File: src/rtl/pos_ref_particle_reader.sv
// pos_ref_particle_reader
//   Walks one cell's position memory: reads the particle count from address 0,
//   then issues reads for IDs 1..count under downstream back-pressure. Each
//   returned word is tagged with its ID after exactly RD_LATENCY cycles. The
//   block also produces the neighbour filter of a candidate against the
//   current reference.
// Ports:
//   clk, rst          clock, synchronous active-high reset
//   start, phase      pass request (IDLE only); phase sampled on start
//   rd_en, rd_addr    position RAM read strobe / address
//   rd_count          count field of the RAM word read from address 0
//   ref_ready         downstream can accept reference particles
//   ref_valid, ref_id registered reference particle tag (ID held when idle)
//   particle_id       candidate neighbour ID
//   nb_valid          combinational neighbour filter result
//   ref_count         count latched for this pass
//   busy              high outside IDLE
//   reading_done      one-cycle end-of-pass pulse
module pos_ref_particle_reader #(
  parameter int PARTICLE_ID_WIDTH = 7,
  parameter int RD_LATENCY        = 1,
  parameter bit HALF_SHELL        = 1'b1
) (
  input  logic                         clk,
  input  logic                         rst,
  input  logic                         start,
  input  logic                         phase,
  output logic                         rd_en,
  output logic [PARTICLE_ID_WIDTH-1:0] rd_addr,
  input  logic [PARTICLE_ID_WIDTH-1:0] rd_count,
  input  logic                         ref_ready,
  output logic                         ref_valid,
  output logic [PARTICLE_ID_WIDTH-1:0] ref_id,
  input  logic [PARTICLE_ID_WIDTH-1:0] particle_id,
  output logic                         nb_valid,
  output logic [PARTICLE_ID_WIDTH-1:0] ref_count,
  output logic                         busy,
  output logic                         reading_done
);

  localparam int W = PARTICLE_ID_WIDTH;

  typedef enum logic [2:0] {
    S_IDLE     = 3'd0,
    S_READ_NUM = 3'd1,
    S_WAIT_NUM = 3'd2,
    S_ISSUE    = 3'd3,
    S_DRAIN    = 3'd4,
    S_DONE     = 3'd5
  } state_t;

  state_t          state;
  logic            phase_q;
  logic [W:0]      issue_cnt;   // one extra bit so count = 2^W-1 ends cleanly
  logic [2:0]      wait_cnt;
  logic            issue;

  // Return pipeline: valid bits plus IDs; an ID stage only loads when valid
  // data enters it, so the last stage keeps the most recent ID when idle.
  logic [RD_LATENCY-1:0] pipe_v;
  logic [W-1:0]          pipe_id [RD_LATENCY];

  always_comb begin
    issue   = (state == S_ISSUE) && ref_ready;
    rd_en   = (state == S_READ_NUM) || issue;
    rd_addr = issue ? issue_cnt[W-1:0] : '0;
  end

  always_ff @(posedge clk) begin
    if (rst) begin
      state     <= S_IDLE;
      phase_q   <= 1'b0;
      issue_cnt <= '0;
      wait_cnt  <= '0;
      ref_count <= '0;
    end else begin
      case (state)
        S_IDLE: begin
          if (start) begin
            phase_q <= phase;
            state   <= S_READ_NUM;
          end
        end
        S_READ_NUM: begin
          wait_cnt <= 3'd1;
          state    <= S_WAIT_NUM;
        end
        S_WAIT_NUM: begin
          if (wait_cnt == 3'(RD_LATENCY)) begin
            ref_count <= rd_count;
            issue_cnt <= (W+1)'(1);
            state     <= (rd_count == '0) ? S_DONE : S_ISSUE;
          end else begin
            wait_cnt <= wait_cnt + 3'd1;
          end
        end
        S_ISSUE: begin
          if (ref_ready) begin
            issue_cnt <= issue_cnt + (W+1)'(1);
            if (issue_cnt == {1'b0, ref_count}) state <= S_DRAIN;
          end
        end
        S_DRAIN: begin
          if (pipe_v == '0) state <= S_DONE;
        end
        S_DONE:  state <= S_IDLE;
        default: state <= S_IDLE;
      endcase
    end
  end

  always_ff @(posedge clk) begin
    if (rst) begin
      pipe_v <= '0;
      for (int unsigned i = 0; i < RD_LATENCY; i++) pipe_id[i] <= '0;
    end else begin
      pipe_v[0] <= issue;
      if (issue) pipe_id[0] <= rd_addr;
      for (int unsigned i = 1; i < RD_LATENCY; i++) begin
        pipe_v[i] <= pipe_v[i-1];
        if (pipe_v[i-1]) pipe_id[i] <= pipe_id[i-1];
      end
    end
  end

  assign ref_valid    = pipe_v[RD_LATENCY-1];
  assign ref_id       = pipe_id[RD_LATENCY-1];
  assign busy         = (state != S_IDLE);
  assign reading_done = (state == S_DONE);

  always_comb begin
    nb_valid = 1'b0;
    if (state == S_ISSUE || state == S_DRAIN || state == S_DONE) begin
      if (phase_q)         nb_valid = 1'b1;
      else if (HALF_SHELL) nb_valid = (particle_id > ref_id);
      else                 nb_valid = (particle_id != ref_id);
    end
  end

endmodule

File: config.mk
export PLATFORM = sky130hd
export DESIGN_NAME = pos_ref_particle_reader
export DESIGN_NICKNAME = d
export VERILOG_FILES = /design/src/rtl/pos_ref_particle_reader.sv
export SDC_FILE = /design/constraint.sdc
export NUM_CORES = 1
export LEC_CHECK = 0
export ABC_AREA = 0
export ABC_CLOCK_PERIOD_IN_PS = 1700
export BUFFER_PORTS_ARGS = -buffer_cell sky130_fd_sc_hd__buf_2
export CORE_AREA = 2 2 66 68
export DETAILED_ROUTE_END_ITERATION = 6
export DIE_AREA = 0 0 68 70
export PLACE_DENSITY = 0.73
export SYNTH_ARGS = -nofsm -noshare
export SYNTH_HDL_FRONTEND = slang
export SYNTH_SLANG_ARGS = --single-unit
File: constraint.sdc
create_clock -name clk -period 1.7 [get_ports clk]
set_input_delay 0.34 -clock clk [delete_from_list [all_inputs] [get_ports clk]]
set_output_delay 0.34 -clock clk [all_outputs]
set_load 0.005 [all_outputs]
# == Yosys cells after proc, flatten, opt, wreduce, memory -nomap -nowiden ==
# Memories as Yosys holds them, arrays and structs flattened.
# Index checks and enable logic that the tools add are counted.
# W data, S select, Z words.
# totals
ram_bits,7
inputBits,19
wordCells,60
output_inout_bits,26
mem_count,1
ff_bits,23
# memory_table
memory,depth,word_bits,rd,rd_ports_with_merged_regs,wr,line_no,source
pipe_id,1,7,1,0,1,61,logic [W-1:0] pipe_id [RD_LATENCY];
# op_classes
n_addsub,2
reduce_logical,15
mux,22
magnitude_cmp,1
eq_ne,13
# ops
cell,n
$mux W3,7
$mux W8,2
$pmux W8 S2,1
$pmux W3 S5,1
$mux W7,2
$ne A2 B2 Y1 const B,5
$add A8 B1 Y8 const B,1
$eq A8 B7 Y1,1
$mux W1,8
$gt A7 B7 Y1,1
$logic_not A7 Y1,1
$reduce_or A7 Y1,1
$eq A3 B1 Y1 const B,2
$eq A3 B2 Y1 const B,2
$eq A3 B3 Y1 const B,2
$pmux W3 S2,1
$reduce_and A2 Y1,3
$reduce_and A5 Y1,1
$reduce_bool A2 Y1,2
$add A3 B1 Y3 const B,1
$logic_not A3 Y1,1
$logic_or A1 B1 Y1,3
$reduce_and A3 Y1,1
$reduce_bool A3 Y1,1
2 further kinds,2

# == Depth between registers and ports, before layout ==
# Gate-level depths: netlist of the first run.
# logic_depth
ltp_word,7
depth_mapped,7
mapped_depth_nobuf,6

# == Least setup slack after synthesis of the first run ==
# Ideal clock, no wire load.
# synth_path
path_type,reg2out
from,memory pipe_id[0][4] (netlist bit)
to,output port nb_valid
path_stages_with_launch,7
n_path_buf,0
slack_ns,0.014
required_ns,1.360
arrival_time_ns,1.346
path_cell_list,edfxtp_1 > inv_1 > ha_1 > a21oi_1 > nor2_1 > a2111oi_0 > a211oi_1
# synth_via
elab_chain_cells,4
# synth_rtl
item,line_no,source
from (decl),61,
$mem_v2 Z1 W7,-,
$gt A7 B7 Y1,135,else if (HALF_SHELL) nb_valid = (particle_id > ref_id);
$mux W1,134,if (phase_q) nb_valid = 1'b1;
$mux W1,133,if (state == S_ISSUE || state == S_DRAIN || state == S_DONE) begin
to (decl),35,"output logic nb_valid,"
# Every way passes these cells.

# == Worst setup path after layout of the first run ==
# Same ends and word-level chain as after synthesis.

==> results of run 1 <==
[power by group through the flow]
stage	combinational, mW	clock, mW	sequential (mW)
after floorplan	0.581	0	0.872
after global placement	0.854	0	0.888
after detailed placement	0.869	0	0.891
after CTS	0.913	0.565	0.888
after global routing	1.11	0.595	0.904
final	1.02	0.549	0.893
[cell type report]
class	instances	area [µm²]	area share [%]
clock inverters	3	16.3	0.703
inverters	12	45.0	1.95
clock buffers	5	68.8	2.98
well taps	52	65.1	2.81
flip-flops and latches	30	678	29.3
multi-input cells	148	1040	44.9
repair buffers	67	402	17.4
[layer usage]
layer  global-route usage [%]  wire length (µm)  share of wire [%]
met3                     5.64               252                5.8
met4                     6.22                59                1.4
met5                        0                 0                  0
met2                     31.7              2170                 50
met1                     19.8              1850                 43
[layout by cell type (no fill, tap or decap), drive strengths merged, types with 2 or more instances in the layout]
cell    instances
a211oi          5
a21oi          17
a311oi          2
a31oi           2
and2            9
and3            9
buf            67
clkbuf          5
clkinv          2
dfxtp          23
edfxtp          7
ha             10
inv            12
nand2          20
nand2b          4
nand3          11
nand4           3
nor2            8
nor2b           4
nor3            4
nor3b           3
nor4            2
o21ai           3
o31ai           2
or2             2
or3             3
or4             2
xnor2           8
xor2            2
[sequential cells by signal, summed over array words and instances, names as in the netlist]
name,cells
issue_cnt,8
pipe_id,7
ref_count,7
state,3
wait_cnt,3
phase_q,1
ref_valid,1
[through the flow]
step / setup TNS, ps / instances / util (%) / setup slack, ps / area, µm²
floorplan: 0 / 201 / - / 14.4 / 1740
detailed placement: -242 / 301 / 50.2 / -242 / 2080
CTS: -298 / 311 / 53.9 / -298 / 2230
global placement: -193 / 301 / 50.2 / -193 / 2080
global route: -482 / 317 / 55.8 / -468 / 2310
finish: -350 / 317 / 55.8 / -350 / 2310
[worst max-delay path by stage]
stage                               from  endpoint  slack, ps  cells past startpoint
final                      pipe_id[0][4]  nb_valid       -350                      7
after global routing       pipe_id[0][4]  nb_valid       -470                      7
after CTS                  pipe_id[0][4]  nb_valid       -300                      7
after detailed placement  particle_id[4]  nb_valid       -240                      7
after global placement    particle_id[4]  nb_valid       -190                      7
after floorplan            pipe_id[0][4]  nb_valid         10                      6
[synthesized netlist by cell type, types with 2 or more instances]
master     n  area (µm²)
a211oi_1   5        37.5
a21oi_1   16        80.1
a311oi_1   2        17.5
a31oi_1    2        12.5
and2_1     9        56.3
and3_1     9        56.3
clkbuf_1   8        30.0
dfxtp_1   23         460
edfxtp_1   7         210
ha_1      10         125
inv_1     12        45.0
nand2_1   20        75.1
nand2b_1   4        25.0
nand3_1   11        55.1
nand4_1    3        18.8
nor2_1     8        30.0
nor2b_1    4        25.0
nor3_1     4        20.0
nor3b_1    2        15.0
nor4_1     2        12.5
o21ai_0    3        15.0
o31ai_1    2        15.0
or2_2      2        12.5
or3_1      3        18.8
or4_1      2        15.0
xnor2_1    8        70.1
xor2_1     2        17.5
[kinds of logic (layout without fill, tap and decap cells)]
family / after synthesis / count (layout) / share of synthesized area [%]
adders and majority gates: 10 / 10 / 7.20
DFF: 30 / 30 / 38.6
AOI/OAI and AO/OA: 39 / 39 / 14.8
buffers and inverters: 23 / 87 / 5.69
and+or+nand+nor: 88 / 88 / 28.1
muxes: 1 / 1 / 0.576
xor gates and xnor gates: 10 / 10 / 5.04
[worst register-to-register path, delay by kind of cell (launching register included)]
family | cells | cell delay [ps]
AOI/OAI and AO/OA | 2 | 200
buffers and inverters | 2 | 240
DFF | 1 | 330
and+or+nand+nor | 2 | 850
[what timing repair did]
| action | in CTS | in global routing |
|---|---|---|
| hold endpoints to repair | 0 | 0 |
| hold buffers | 0 | 0 |
| resized for setup | 14 | 10 |
| endpoints found under the setup margin | 13 | 18 |
| gates cloned | 0 | 1 |
| pin swaps | 7 | 2 |
| buffers inserted | 2 | 5 |
==> results.md, run 1 <==
- Clk Latency, worst-skew pair: 280 ps
- VDD IR max: roughly 0.00059 V
- Initial Util: 41.9%
- Hold WS: 299 ps
- Nets: roughly 290
- Net Count, Synth: 230
- Worst setup EP type: output pin
- Seq/Total Area, Yosys: 38.6%
- Fraction of layout instances using a drive strength above 1: 36.2%
- Synth Register Bits: 30
- Fill count: about 390
- Net Sw Frac: 34.7%
- Fin crit share: 121%
- Comb pwr share: 41.4%
- HP Class: input pin to flop
- Worst r2r dst: issue_cnt[5]
- CTS tree: done
- Synth Area per Inst: 8.65 µm²
- CP bufs+invs: 2
- Pleak: between 1 and 1.5 nW
- Die Ht: 70 µm
- Ports: 45
- Status: finished, violations left
- GPL Wtd Cong: 0.758
- Worst-Margin Slew: 328 ps
- Global-route wire length before repair: 6560 µm
- Unrepaired setup endpoints after global routing: true
- CTS Root Cell: clkbuf_8
- R2R cell count: 6
- Worst Skew: between 4 and 5 ps
- Vias in the first global route: ~1600
- Clk sink count: 30
- Hpwl dp: 3100 µm
- GRT Resource Usage Total: 18.0%
- PwrDens: between 1000 and 1500 nW/µm²
- Max cap viols: 0
- Worst min-delay path startpoint: phase
- Grt total ovfl: 0
- Clock power share: 22.3%
- CP cell instances: inv_2 > ha_4 > a21oi_2 > nor2_1 > a2111oi_2 > a211oi_1 > buf_2
- CTS max path bufs: 2
- Number of distinct library cells after synthesis: 45
- Top FF cell, synth: dfxtp_1
- Hold Vio Cnt, Final: 0
- Cell internal pwr: 1.60 mW
- Largest fanout on the critical path: 2
- Worst path required time: 1360 ps
- # port buffers: 44
- Max Freq: 488 MHz
- Failing checks: setup timing
- TritonCTS buffer count: 5
- Worst Path Arrival: 1710 ps
- Antenna violations before repair: 0
- Final setup fails: 1
- Hold Path End: phase_q
- DRC viols: 0
- Count of standard-cell rows: 24
- Sw Pwr: 0.854 mW
- Number of enable flip-flop cells after synthesis: 7
- Diode count: 0
- DR WL/cell: 13.7 µm
- Vias per cell: 5.25
- Final wirelength: 4330 µm
- Yosys warns: 0
- Asr flop ratio synth: 0%
- R2r startpoint: state[2]
- Flop2flop setup slack: 20 ps
- CP max stage cell: edfxtp_1
- DRT antenna net count: 0
- Core area: about 4100 µm²
- H-tree Lvls: 2
- Synthesis-to-finish area growth: 33.0%
- DR iter-0 viols: 44
- Reg power frac: a little over a third
- Family with the most delay on the worst path: compound AO/OA/AOI/OAI gates
- Mapped Area: 1740 µm²
- Post-route setup slack: -350 ps
- Worst setup path class: flop to output pin
- Cell count after synthesis: approximately 200
- Final Power: between 2 and 2.5 mW
- Slew HR: between 70% and 80%
- Largest net degree at the start of global routing: 17
- Hold Path Depth: 3
- Chip Width: a little under 70 µm
- Final Max Tran Viols: 0
- DR pass1 iterations: 4
- Min cycle time layout: 2050 ps
- Critical Path Start Type: flop
- Full die area: 4760 µm²
- Via count: between 1500 and 2000
- Clock-pin slew on the worst setup and hold paths: 60 ps
- Max stage delay on crit path: about 400 ps
(Power assumes the default switching activity.)
==> inputs of run 2 (changes only) <==
Settings changed: ABC_AREA 0 to 1.
==> run 2 against run 1 <==
Net effect:
- largest power group is now sequential cells
- maximum frequency rose by 6.9%
- clock-buffer cell count unchanged
- critical path depth grew 2
- sequential power up 4.4%
- sequential share of layout area down 0.13 points
- sequential cell count unchanged
- critical endpoint unchanged
- the flow still finishes with violations (setup timing)
- worst hold slack better by 38 ps
- final area grew 0.43%
==> results.md, run 2 <==
- Unrepaired setup endpoints after global routing: true
- Synth Register Bits: 30
- Vias in the first global route: between 1500 and 2000
- Most common cell after layout, fill and taps aside: nand2_1
- Min cycle time layout: between 1500 and 2000 ps
- Core area: ~4100 µm²
- Hold Vio Cnt, Final: 0
- Largest register by flop count: issue_cnt
- Max cap viols: 0
- Failing checks: setup timing
- Largest fanout on the critical path: 2
- Top FF cell, synth: dfxtp_1
- Diode count: 0
- Clock-pin slew on the worst setup and hold paths: 60 ps
- VDD IR max: 0.000548 V
- Fraction of layout instances using a drive strength above 1: 31.7%
- Antenna violations before repair: 0
- # port buffers: 44
- Most frequent cells in the layout: 53 x nand2_1, 44 x buf_2, 34 x inv_1, 33 x nor2_1, 21 x dfxtp_1
- Placed standard-cell area: 2050 µm²
- Slew HR: 81.2%
- Leading area contributor after synthesis: dfxtp_1
- Asr flop ratio synth: 0%
- Via count: 1739
- CTS max path bufs: 2
- Number of enable flip-flop cells after synthesis: 7
- Count of standard-cell rows: 24
- Worst-Margin Slew: 279 ps
- Post-route setup slack: -217 ps
- Max reg flops: 8
- Nets: around 340
- H-tree Lvls: 2
- Worst path required time: 1360 ps
- Chip Width: 68 µm
- Final setup fails: 1
- CTS tree: done
- Most frequent cell after synthesis: nand2_1
- Hpwl dp: between 3000 and 4000 µm
- Worst Skew: 4.51 ps
- Yosys warns: 0
- Grt total ovfl: 0
- HP Class: input pin to flop
- CTS Root Cell: clkbuf_8
- Final Max Tran Viols: 0
- Setup TNS: -217 ps
- Largest net degree at the start of global routing: 18
- CP max stage cell: edfxtp_1
- TritonCTS buffer count: 5
- Synthesis-to-finish area growth: 32.1%
- PwrDens: 1080 nW/µm²
- DR WL/cell: 11.5 µm
- Final instance area: 2320 µm²
- Cell count after synthesis: 252
- GPL Wtd Cong: approximately 0.84
- Mapped Area: 1760 µm²
- DRT antenna net count: 0
- Vias per cell: 4.82
- CP cell instances: inv_2 > ha_4 > nand2_2 > nor2_2 > nand2_1 > nand3_1 > nand2_1 > a21oi_1 > buf_2
- Pleak: 1.10 nW
- Clk sink count: 30
- Synth Area per Inst: 6.98 µm²
- Commonest cells in the netlist: 55 x nand2_1, 40 x inv_1, 38 x nor2_1
- Worst setup path class: flop to output pin
- Worst Path Arrival: ~1600 ps
- Final Power: 2.51 mW
- Clk Latency, worst-skew pair: 290 ps
- Status: finished, violations left
- Synth top area cells: dfxtp_1 26%, edfxtp_1 12%, nand2_1 12%
- Top flop regs: issue_cnt x8, pipe_id x7, ref_count x7
- Max Freq: 522 MHz
- DR pass1 iterations: 4
- Seq/Total Area, Yosys: 38.1%
- Worst setup EP type: output pin
- Most numerous cell on the critical path: nand2_1
- GRT Resource Usage Total: 18.1%
- Net Count, Synth: 281
- Number of distinct library cells after synthesis: 24
- Final wirelength: 4150 µm
- Initial Util: 42.4%
- Die Ht: 70 µm
- Synth top area share: 26.2%
- Fin crit share: 113%
- Global-route wire length before repair: 6560 µm
- DRC viols: 0
- Ports: 45
- Critical Path Start Type: flop
- DR iter-0 viols: 31
- Full die area: around 4800 µm²
- Hold-fix buffers at CTS: 0
- Max stage delay on crit path: 360 ps
==> run 2: final timing paths <==
path	from	end	slack (ps)	cells past startpoint
worst min register to register	phase_q	phase_q	460	2
worst max register to register	wait_cnt[0]	issue_cnt[7]	150	8
worst max-delay path	pipe_id[0][5]	nb_valid	-220	9
worst min-delay path	start	phase_q	340	3
==> run 2: cells by family (layout without fill, tap and decap cells) <==
family / Yosys count / after routing / synth area share (%)
flops: 30 / 30 / 38.1
buf+inv: 46 / 103 / 9.96
simple gates: 128 / 128 / 33.6
compound gates: 37 / 37 / 10.7
fa+ha+maj: 10 / 10 / 7.12
xor+xnor: 1 / 1 / 0.498
==> run 2: metrics by stage <==
stage / setup slack, ps / hold slack (ps) / util [%] / instances
after floorplan: 201 / 418 / - / 252
after global placement: 33.0 / 445 / 49.4 / 347
final: -217 / 337 / 56.0 / 361
after detailed placement: -25.6 / 451 / 49.4 / 347
after global routing: -281 / 343 / 56.0 / 361
after CTS: -202 / 327 / 54.9 / 360
==> run 2: repair_timing <==
action / 4_1_cts / 5_1_grt
resized for setup: 17 / 13
pin swaps: 7 / 6
setup buffers: 5 / 1
setup endpoints to repair: 9 / 9
==> run 2: critical path: cells and delay by family, from the launching register on <==
family / cells / cell delay (ps)
buf+inv: 2 / 170
fa+ha+maj: 1 / 260
flops: 1 / 360
compound gates: 1 / 120
simple gates: 5 / 380
==> run 2: power by group <==
group          leakage, nW  internal, mW  total (mW)  switching [mW]
logic                0.778         0.348       0.876           0.528
registers            0.260         0.835       0.932          0.0974
clock network       0.0579         0.430       0.703           0.273
total                 1.10          1.61        2.51           0.899
==> run 2: layer usage <==
layer / track usage [%] / vias up / share of wire, %
met4: 8.00 / 0 / 1.9
li1: - / 911 / -
met5: 0 / - / 0
met2: 30.1 / 42 / 49
met1: 21.3 / 778 / 44
met3: 4.83 / 8 / 5.7
==> run 2: cell type report <==
class | instances | area, µm²
timing repair buffer | 53 | 288
multi-input combinational | 176 | 1020
tap | 52 | 65.1
fill | 391 | 1820
clock inverter | 3 | 40.0
sequential | 30 | 678
clock buffer | 5 | 68.8
inverter | 42 | 160
==> inputs of run 3 (changes only) <==
Settings changed: ABC_AREA 1 to not set, BUFFER_PORTS_ARGS -buffer_cell sky130_fd_sc_hd__buf_2 to -buffer_cell sky130_fd_sc_hd__buf_4.
==> run 3 against run 2 <==
Net effect:
- the flow still finishes with violations (setup timing)
- combinational power up 15%
- worst setup slack worse by 150 ps
- sequential cell count stayed put
- non-clock buffer count is 10 higher
- power fell by 1.7%
- critical path type unchanged
- largest power group is now combinational logic
==> results.md, run 3 (synthesized netlist as in run 1, its figures left out) <==
- Status: finished, violations left
- Failing checks: setup timing
- Diode count: 0
- Die Ht: 70 µm
- Pleak: 1.04 nW
- GPL Wtd Cong: around 0.77
- Worst-Margin Slew: ~350 ps
- R2r startpoint: wait_cnt[1]
- Critical Path Start Type: flop
- Fill count: 398
- Unrepaired setup endpoints after global routing: true
- Ports: 45
- Final Max Tran Viols: 0
- DR WL/cell: 14.1 µm
- Clk sink count: 30
- Antenna violations before repair: 0
- Final wirelength: 4420 µm
- Hold WS: 298 ps
- HP Class: input pin to flop
- Worst setup path class: flop to output pin
- Register area: 679 µm²
- Setup TNS: -367 ps
- Max stage delay on crit path: 400 ps
- # port buffers: 44
- Worst r2r dst: issue_cnt[4]
- Core area: roughly 4100 µm²
- Placed standard-cell area: 2200 µm²
- Via count: 1698
- Most frequent cells in the layout: 52 x buf_4, 20 x dfxtp_1, 18 x nand2_1, 15 x a21oi_1, 11 x nand3_1
- Max Freq: 484 MHz
- Clk Latency, worst-skew pair: 280 ps
- Nets: between 200 and 300
- Vias in the first global route: ~1500
- Largest net degree at the start of global routing: 17
- Max cap viols: 0
- CP bufs+invs: 2
- Synthesis-to-finish area growth: 41.0%
- Clock-pin slew on the worst setup and hold paths: 70 ps
- Vias per cell: 5.42
- Fin crit share: 122%
- Worst Path Arrival: 1730 ps
- Hold Vio Cnt, Final: 0
- Grt total ovfl: 0
- Min cycle time layout: 2070 ps
- Post-route setup slack: -367 ps
- Top flop regs: issue_cnt x8, pipe_id x7, ref_count x7
- Initial Util: 41.9%
- TritonCTS buffer count: 5
- VDD IR max: 0.000570 V
- Global-route wire length before repair: 6820 µm
- Final instance area: roughly 2400 µm²
- CP cell instances: inv_2 > ha_4 > a21oi_2 > nor2_1 > a2111oi_2 > a211oi_1 > buf_4
- Hold Path Depth: 3
- Final Power: 2.47 mW
- Hold Path End: phase_q
- PwrDens: 1010 nW/µm²
- Full die area: 4760 µm²
- Fraction of layout instances using a drive strength above 1: 39.1%
- DP Worst Slack: -248 ps
- R2R cell count: 6
- Slew HR: 76.7%
- CTS tree: done
- Family with the most delay on the worst path: compound AO/OA/AOI/OAI gates
- Worst min-delay path startpoint: phase
- DR pass1 iterations: 4
- Multi-input logic area: 1070 µm²
- Largest fanout on the critical path: 2
- DRC viols: 0
- Count of standard-cell rows: 24
- Final setup fails: 1
- Hpwl dp: 3130 µm
- DRT antenna net count: 0
- Max reg flops: 8
- DR iter-0 viols: 50
- Most common cell after layout, fill and taps aside: buf_4
- Worst Skew: 3.37 ps
- CP max stage cell: edfxtp_1
- Chip Width: 68 µm
- Flop2flop setup slack: 70 ps
- GRT Resource Usage Total: 18.5%
- CTS Root Cell: clkbuf_8
- Worst setup EP type: output pin
- H-tree Lvls: 2
- Largest register by flop count: issue_cnt
- Worst path required time: 1360 ps
- CTS max path bufs: 2
## run 3: cell count changes in the layout (fill, tap and decap cells not counted), sizes merged, moves of 4 or more
| cell | previous run | this run |
|---|---|---|
| nand2b | 0 | 4 |
| nand2 | 61 | 20 |
| o21ai | 15 | 3 |
| and2 | 0 | 9 |
| buf | 53 | 63 |
| a211oi | 1 | 5 |
| inv | 42 | 12 |
| and3 | 0 | 9 |
| nor3 | 9 | 4 |
| a21oi | 21 | 17 |
| nor2 | 43 | 8 |
| xnor2 | 0 | 8 |
| nor2b | 0 | 4 |
## run 3: power by group
group	switching [mW]	internal (mW)
clock	0.276	0.279
combinational	0.503	0.508
sequential	0.0834	0.818
total	0.863	1.61
## run 3: metal layers
metal	share of wire, %	global-route usage (%)	vias to the layer above
li1	-	-	834
met1	44	23.4	802
met2	49	30.4	56
met3	6.3	4.83	6
met4	1.2	5.33	0
met5	0	0	-
## run 3: per-stage QoR
| step | cells | utilization (%) |
|---|---|---|
| after floorplan | 201 | - |
| after global placement | 302 | 53.1 |
| after detailed placement | 302 | 53.1 |
| after CTS | 311 | 56.6 |
| after global routing | 313 | 59.1 |
| final | 313 | 59.1 |
## run 3: final cells by class
class | instances | area share, %
multi-input combinational | 148 | 43.6
sequential | 30 | 27.7
timing repair buffer | 63 | 20.7
clock buffer | 5 | 2.81
tap | 52 | 2.66
inverter | 12 | 1.84
clock inverter | 3 | 0.664
## run 3: worst max-delay path by stage
stage	start	end	slack [ps]	depth (start not counted)
finish	pipe_id[0][4]	nb_valid	-370	7
global route	pipe_id[0][4]	nb_valid	-470	7
CTS	pipe_id[0][4]	nb_valid	-310	7
detailed placement	particle_id[4]	nb_valid	-250	7
global placement	particle_id[4]	nb_valid	-230	7
floorplan	pipe_id[0][4]	nb_valid	10	6
## run 3: repair_timing
item	CTS	global route
cloned	0	1
resized for setup	13	29
endpoints found under the setup margin	9	18
pin swaps	7	1
hold buffers	0	0
buffers inserted	1	1
## run 3: worst min-delay path, cell delays in order
cell	delay, ps
buf_4	80
mux2i_1	60
nor2_1	70
